==> src/rtl/stopwatch_pkg.sv <==
// Shared constants, field widths and the time-field bundle for the stopwatch.
package stopwatch_pkg;

  localparam int unsigned MS_MAX  = 999;
  localparam int unsigned S_MAX   = 59;
  localparam int unsigned MIN_MAX = 59;

  localparam int unsigned MS_W  = 10;
  localparam int unsigned S_W   = 6;
  localparam int unsigned MIN_W = 6;

  // Widest hour field the shared bundle can carry; HR_BITS must not exceed it.
  localparam int unsigned HR_W_MAX = 8;

  typedef struct packed {
    logic [HR_W_MAX-1:0] hr;
    logic [MIN_W-1:0]    min;
    logic [S_W-1:0]      s;
    logic [MS_W-1:0]     ms;
  } time_fields_t;

  // Value a modulo-(max+1) counter takes after one edge with increment enable inc.
  function automatic int unsigned step_mod(input int unsigned value,
                                           input int unsigned max,
                                           input logic        inc);
    if (!inc) return value;
    return (value == max) ? 0 : value + 1;
  endfunction

endpackage

==> src/rtl/stopwatch_counter_mod_counter.sv <==
// Generic modulo counter with synchronous clear and a same-edge carry output.
module mod_counter
  import stopwatch_pkg::*;
#(
  parameter int unsigned MOD = 10,
  parameter int unsigned W   = 4
) (
  input  logic         clk,
  input  logic         reset,
  input  logic         inc,
  input  logic         clr,
  output logic [W-1:0] value,
  output logic         carry_out
);

  localparam logic [W-1:0] LAST = W'(MOD - 1);

  logic [W-1:0] r_value;
  logic         w_at_last;

  assign w_at_last = (r_value == LAST);
  assign carry_out = inc & w_at_last;
  assign value     = r_value;

  // Count 0..MOD-1 on inc; clear has priority over counting.
  always_ff @(posedge clk or posedge reset) begin
    if (reset) begin
      r_value <= '0;
    end else if (clr) begin
      r_value <= '0;
    end else if (inc) begin
      r_value <= w_at_last ? '0 : r_value + W'(1);
    end
  end

endmodule

==> src/rtl/stopwatch_counter.sv <==
// Stopwatch: prescaler plus cascaded ms/s/min/hr modulo counters with a sticky
// overflow flag. Define STOPWATCH_LAP_EN to add the lap snapshot registers.
module stopwatch_counter
  import stopwatch_pkg::*;
#(
  parameter int unsigned CLK_PER_MS = 1000,
  parameter int unsigned HR_MOD     = 10,
  parameter int unsigned HR_BITS    = 4
) (
  input  logic               clk,
  input  logic               reset,
  input  logic               start,
  input  logic               stop,
  input  logic               clear,
  output logic [MS_W-1:0]    ms,
  output logic [S_W-1:0]     s,
  output logic [MIN_W-1:0]   min,
  output logic [HR_BITS-1:0] hr,
  output logic               running,
  output logic               overflow
`ifdef STOPWATCH_LAP_EN
  ,
  input  logic               lap,
  output logic [MS_W-1:0]    lap_ms,
  output logic [S_W-1:0]     lap_s,
  output logic [MIN_W-1:0]   lap_min,
  output logic [HR_BITS-1:0] lap_hr,
  output logic               lap_valid
`endif
);

  localparam int unsigned PRE_W = (CLK_PER_MS > 1) ? $clog2(CLK_PER_MS) : 1;

  logic             r_running;
  logic             r_overflow;
  logic [PRE_W-1:0] w_unused_prescale;
  logic             w_ms_tick;
  logic             w_ms_carry;
  logic             w_s_carry;
  logic             w_min_carry;
  logic             w_hr_carry;

  assign running  = r_running;
  assign overflow = r_overflow;

  // Run control: clear leaves running alone, stop beats start.
  always_ff @(posedge clk or posedge reset) begin
    if (reset) begin
      r_running <= 1'b0;
    end else if (!clear) begin
      if (stop) begin
        r_running <= 1'b0;
      end else if (start) begin
        r_running <= 1'b1;
      end
    end
  end

  // Prescaler only advances while running, so a pause keeps the partial millisecond.
  mod_counter #(.MOD(CLK_PER_MS), .W(PRE_W)) u_pre (
    .clk(clk), .reset(reset), .inc(r_running), .clr(clear),
    .value(w_unused_prescale), .carry_out(w_ms_tick)
  );

  mod_counter #(.MOD(MS_MAX + 1), .W(MS_W)) u_ms (
    .clk(clk), .reset(reset), .inc(w_ms_tick), .clr(clear),
    .value(ms), .carry_out(w_ms_carry)
  );

  mod_counter #(.MOD(S_MAX + 1), .W(S_W)) u_sec (
    .clk(clk), .reset(reset), .inc(w_ms_carry), .clr(clear),
    .value(s), .carry_out(w_s_carry)
  );

  mod_counter #(.MOD(MIN_MAX + 1), .W(MIN_W)) u_min (
    .clk(clk), .reset(reset), .inc(w_s_carry), .clr(clear),
    .value(min), .carry_out(w_min_carry)
  );

  mod_counter #(.MOD(HR_MOD), .W(HR_BITS)) u_hr (
    .clk(clk), .reset(reset), .inc(w_min_carry), .clr(clear),
    .value(hr), .carry_out(w_hr_carry)
  );

  // Sticky overflow on a full wrap of every field; only clear or reset drop it.
  always_ff @(posedge clk or posedge reset) begin
    if (reset) begin
      r_overflow <= 1'b0;
    end else if (clear) begin
      r_overflow <= 1'b0;
    end else if (w_hr_carry) begin
      r_overflow <= 1'b1;
    end
  end

`ifdef STOPWATCH_LAP_EN
  logic [MS_W-1:0]    w_ms_nxt;
  logic [S_W-1:0]     w_s_nxt;
  logic [MIN_W-1:0]   w_min_nxt;
  logic [HR_BITS-1:0] w_hr_nxt;
  time_fields_t       r_lap;
  logic               r_lap_valid;

  // Field values after this edge, so a lap shows what the outputs read next cycle.
  assign w_ms_nxt  = MS_W'(step_mod(32'(ms), MS_MAX, w_ms_tick));
  assign w_s_nxt   = S_W'(step_mod(32'(s), S_MAX, w_ms_carry));
  assign w_min_nxt = MIN_W'(step_mod(32'(min), MIN_MAX, w_s_carry));
  assign w_hr_nxt  = HR_BITS'(step_mod(32'(hr), HR_MOD - 1, w_min_carry));

  // Lap snapshot: clear wipes it, otherwise each lap overwrites the last capture.
  always_ff @(posedge clk or posedge reset) begin
    if (reset) begin
      r_lap       <= '0;
      r_lap_valid <= 1'b0;
    end else if (clear) begin
      r_lap       <= '0;
      r_lap_valid <= 1'b0;
    end else if (lap) begin
      r_lap       <= '{hr: HR_W_MAX'(w_hr_nxt), min: w_min_nxt, s: w_s_nxt, ms: w_ms_nxt};
      r_lap_valid <= 1'b1;
    end
  end

  assign lap_ms    = r_lap.ms;
  assign lap_s     = r_lap.s;
  assign lap_min   = r_lap.min;
  assign lap_hr    = HR_BITS'(r_lap.hr);
  assign lap_valid = r_lap_valid;
`endif

endmodule
==> config.mk <==
export PLATFORM = sky130hd
export DESIGN_NAME = stopwatch_counter
export DESIGN_NICKNAME = d
export VERILOG_FILES = /design/src/rtl/stopwatch_pkg.sv /design/src/rtl/stopwatch_counter_mod_counter.sv /design/src/rtl/stopwatch_counter.sv
export SDC_FILE = /design/constraint.sdc
export NUM_CORES = 1
export LEC_CHECK = 0
export BUFFER_PORTS_ARGS = -buffer_cell sky130_fd_sc_hd__buf_2
export CAP_MARGIN = 40
export CORE_MARGIN = 2
export CORE_UTILIZATION = 26
export CTS_CLUSTER_DIAMETER = 120
export CTS_CLUSTER_SIZE = 25
export DETAILED_ROUTE_END_ITERATION = 8
export SYNTH_ARGS = -nofsm -noshare
export SYNTH_HDL_FRONTEND = slang
export SYNTH_HIERARCHICAL = 1
export SYNTH_SLANG_ARGS = --single-unit
==> constraint.sdc <==
create_clock -name clk -period 4.3 [get_ports clk]
set_input_delay 0.86 -clock clk [delete_from_list [all_inputs] [get_ports clk]]
set_output_delay 0.86 -clock clk [all_outputs]
set_load 0.01 [all_outputs]
==> flow_summary.json <==
{
  "final_cells": 373,
  "rrSetupSlack_ns": 0.71,
  "die-area_mm2": 0.009051,
  "drt-pass1-iter-count": 4,
  "cts_sinks": 38,
  "yosysTopAreaCell": "dfrtp_1",
  "route.met3.wl_um": 177,
  "numCtsBuffers": 5,
  "drt-wirelength-per-cell_um": 12.76,
  "ys_seq_area_share_pct": 44.03,
  "synth_area_leaders": "dfrtp_1 44%, a21oi_1 4.4%, inv_1 4.3%",
  "io_buffers": 32,
  "final.setup.tns_ns": 0,
  "cts-hold-fix-buffers": 0,
  "synth_common_cells": "38 x dfrtp_1, 25 x inv_1, 24 x nand2_1",
  "cp.required_ns": 4.51,
  "core_mm2": 0.008134,
  "r2r_cells": 15,
  "r2r-end": "u_hr/value[2]",
  "grt_pass1_wl_um": 8169,
  "wl_met1_um": 2283,
  "grt_use_total_pct": 11.19,
  "min_period_ns": 3.591,
  "cts_max_path_buffers": 2,
  "hpwl_um": 3375,
  "diodes": 0,
  "power.leakage_uw": 0.001110,
  "fin_skew_ns": 0.006591,
  "post_cts_buffers": 0,
  "end_kind": "flop",
  "antenna_found_initial": 0,
  "worstSetupPathType": "flop to flop",
  "crit_end": "u_hr/value[2]",
  "status": "complete, no violations",
  "drt_wl_total_um": 4758,
  "grt_overflow": 0,
  "drc": 0,
  "syn_area_mm2": 0.002160,
  "synthToLayoutAreaGrowth_pct": 18.77,
  "drtIter0Drc": 86,
  "setup_viol": 0,
  "crit_path_start_kind": "flop",
  "hp-class": "primary input to async pin",
  "first_global_vias": 1757,
  "dp_cells": 365,
  "rr_startpoint": "u_pre/value[0]",
  "drive_above_1_share_pct": 23.51,
  "nets": 278,
  "syn-mean-instance-area_um2": 9.598,
  "io_pins": 33,
  "vias": 1856,
  "cts_tree": "done",
  "async_reset_ff_share_pct": 100.0,
  "cp_num_buf_inv": 4,
  "met2_length_um": 2252,
  "drv_slew": 0,
  "grt_max_degree": 36,
  "worst_slack_ns": 0.7092,
  "highest_layer": "met4",
  "antenna_left": 0,
  "period_share_pct": 83.51,
  "slowest_stage": "nor3b_1",
  "place.gp.congestion": 0.7629,
  "synthCells": 225,
  "synth_cell_types": 38,
  "path_max_fanout": 7,
  "cts_root_buffer": "clkbuf_8",
  "syn_nets": 236,
  "peakVddDrop_mv": 0.1431,
  "crit_chain": "ha_1 -> nand4b_1 -> nor4_1 -> buf_4 -> inv_1 -> nor4_1 -> buf_4 -> nand2_1 -> nor3b_1 -> buf_4 -> nand2_1 -> nor3b_1 -> nand2_2 -> a211o_1 -> a21oi_2",
  "h-tree-depth": 2,
  "clk_pin_slew_ns": 0.08,
  "drt-vias-per-instance": 4.976,
  "slew_headroom_pct": 53.63,
  "maxCapViolations": 0,
  "hold_slack_ns": 0.4701,
  "max_stage_delay_ns": 0.60,
  "die_w_um": 95.14,
  "rsz0062_at_grt": "false",
  "worst-slew-pin-transition_ns": 0.6941,
  "netlist.area_leader.share_pct": 44.03,
  "ctsResizeCount": 0,
  "powerDensity_mw_per_mm2": 274.9,
  "hold_viol": 0,
  "die_height_um": 95.14,
  "synth_warnings": 6,
  "start_util_pct": 26.55,
  "max_freq_ghz": 0.2785,
  "yosysMostFrequentCell": "dfrtp_1",
  "critPathArrivalTime_ns": 3.80,
  "synth_seq_cells": 38,
  "synthFlopType": "dfrtp_1",
  "place_ws_ns": 0.7713,
  "fp-row-count": 33,
  "synth-edff-count": 0,
  "clk-insertion-delay-late_ns": 0.28,
  "path_common_cell": "buf_4",
  "startpoint": "u_pre/value[0]",
  "cp.depth": 15,
  "path_delay_family": "simple AND/OR/NAND/NOR gates"
}
==> state kept, by name, summed over array words and instances (netlist names) <==
name and flops:
u_hr/value 4, u_min/value 6, u_pre/value 10, u_ms/value 10, u_sec/value 6, overflow 1, running 1
==> layout by cell type, fill, tap and decap left out, drive strengths merged, types with 6 or more instances in the layout <==
cell type	netlist	final
o31ai	8	8
clkbuf	0	7
o211ai	6	6
nand2	25	25
buf	0	35
dfrtp	38	38
nor2	11	11
ha	6	6
mux2i	6	6
inv	25	25
nand3	6	6
o21ai	12	12
or4	8	8
a21oi	22	22
==> metal layers <==
metal,vias to the layer above,GRT usage [%]
li1,919,-
met1,895,14.78
met2,38,18.54
met3,4,2.213
met4,0,3.261
met5,-,0
==> through the flow <==
stage	util (%)	cell area (µm²)	power, µW
finish	31.53	2565	705.0
global route	31.53	2565	738.4
CTS	31.53	2565	717.1
detailed placement	30.41	2474	460.1
global placement	30.41	2474	458.5
floorplan	-	2160	430.7
==> worst min path at each step <==
stage          slack, ns              to      startpoint
6_report            0.47         running           reset
5_1_grt             0.47         running           reset
4_1_cts             0.47         running           reset
3_5_place_dp        0.51        overflow        overflow
3_3_place_gp        0.50        overflow        overflow
2_1_floorplan       0.52  u_pre/value[9]  u_pre/value[9]
==> layout make-up <==
cell class / count / area [µm²]
Fill cell: 861 / 5569
Multi-Input combinational cell: 162 / 1115
Sequential cell: 38 / 950.9
Timing Repair Buffer: 35 / 182.7
Tap cell: 105 / 131.4
Inverter: 25 / 93.84
Clock buffer: 7 / 86.33
Clock inverter: 1 / 5.005
==> power breakdown <==
group	leakage (µW)	total, µW	switching (µW)	internal [µW]
combinational	0.000537	65.2	37.5	27.6
clock	0.0000482	253	123	129
sequential	0.000525	387	18.7	368
total	0.00111	705	180	525
==> cell families (layout without fill, tap and decap cells) <==
group | Yosys count | count (layout) | synth area share (%)
flip-flops | 38 | 38 | 44.03
buffers and inverters | 25 | 68 | 4.345
AND/OR/NAND/NOR | 79 | 79 | 21.03
XOR/XNOR | 4 | 4 | 1.623
AO/OA/AOI/OAI | 67 | 67 | 22.71
multiplexers | 6 | 6 | 2.781
adder cells (fa/ha/maj) | 6 | 6 | 3.476
No activity file was read; power rests on OpenSTA's default activity.
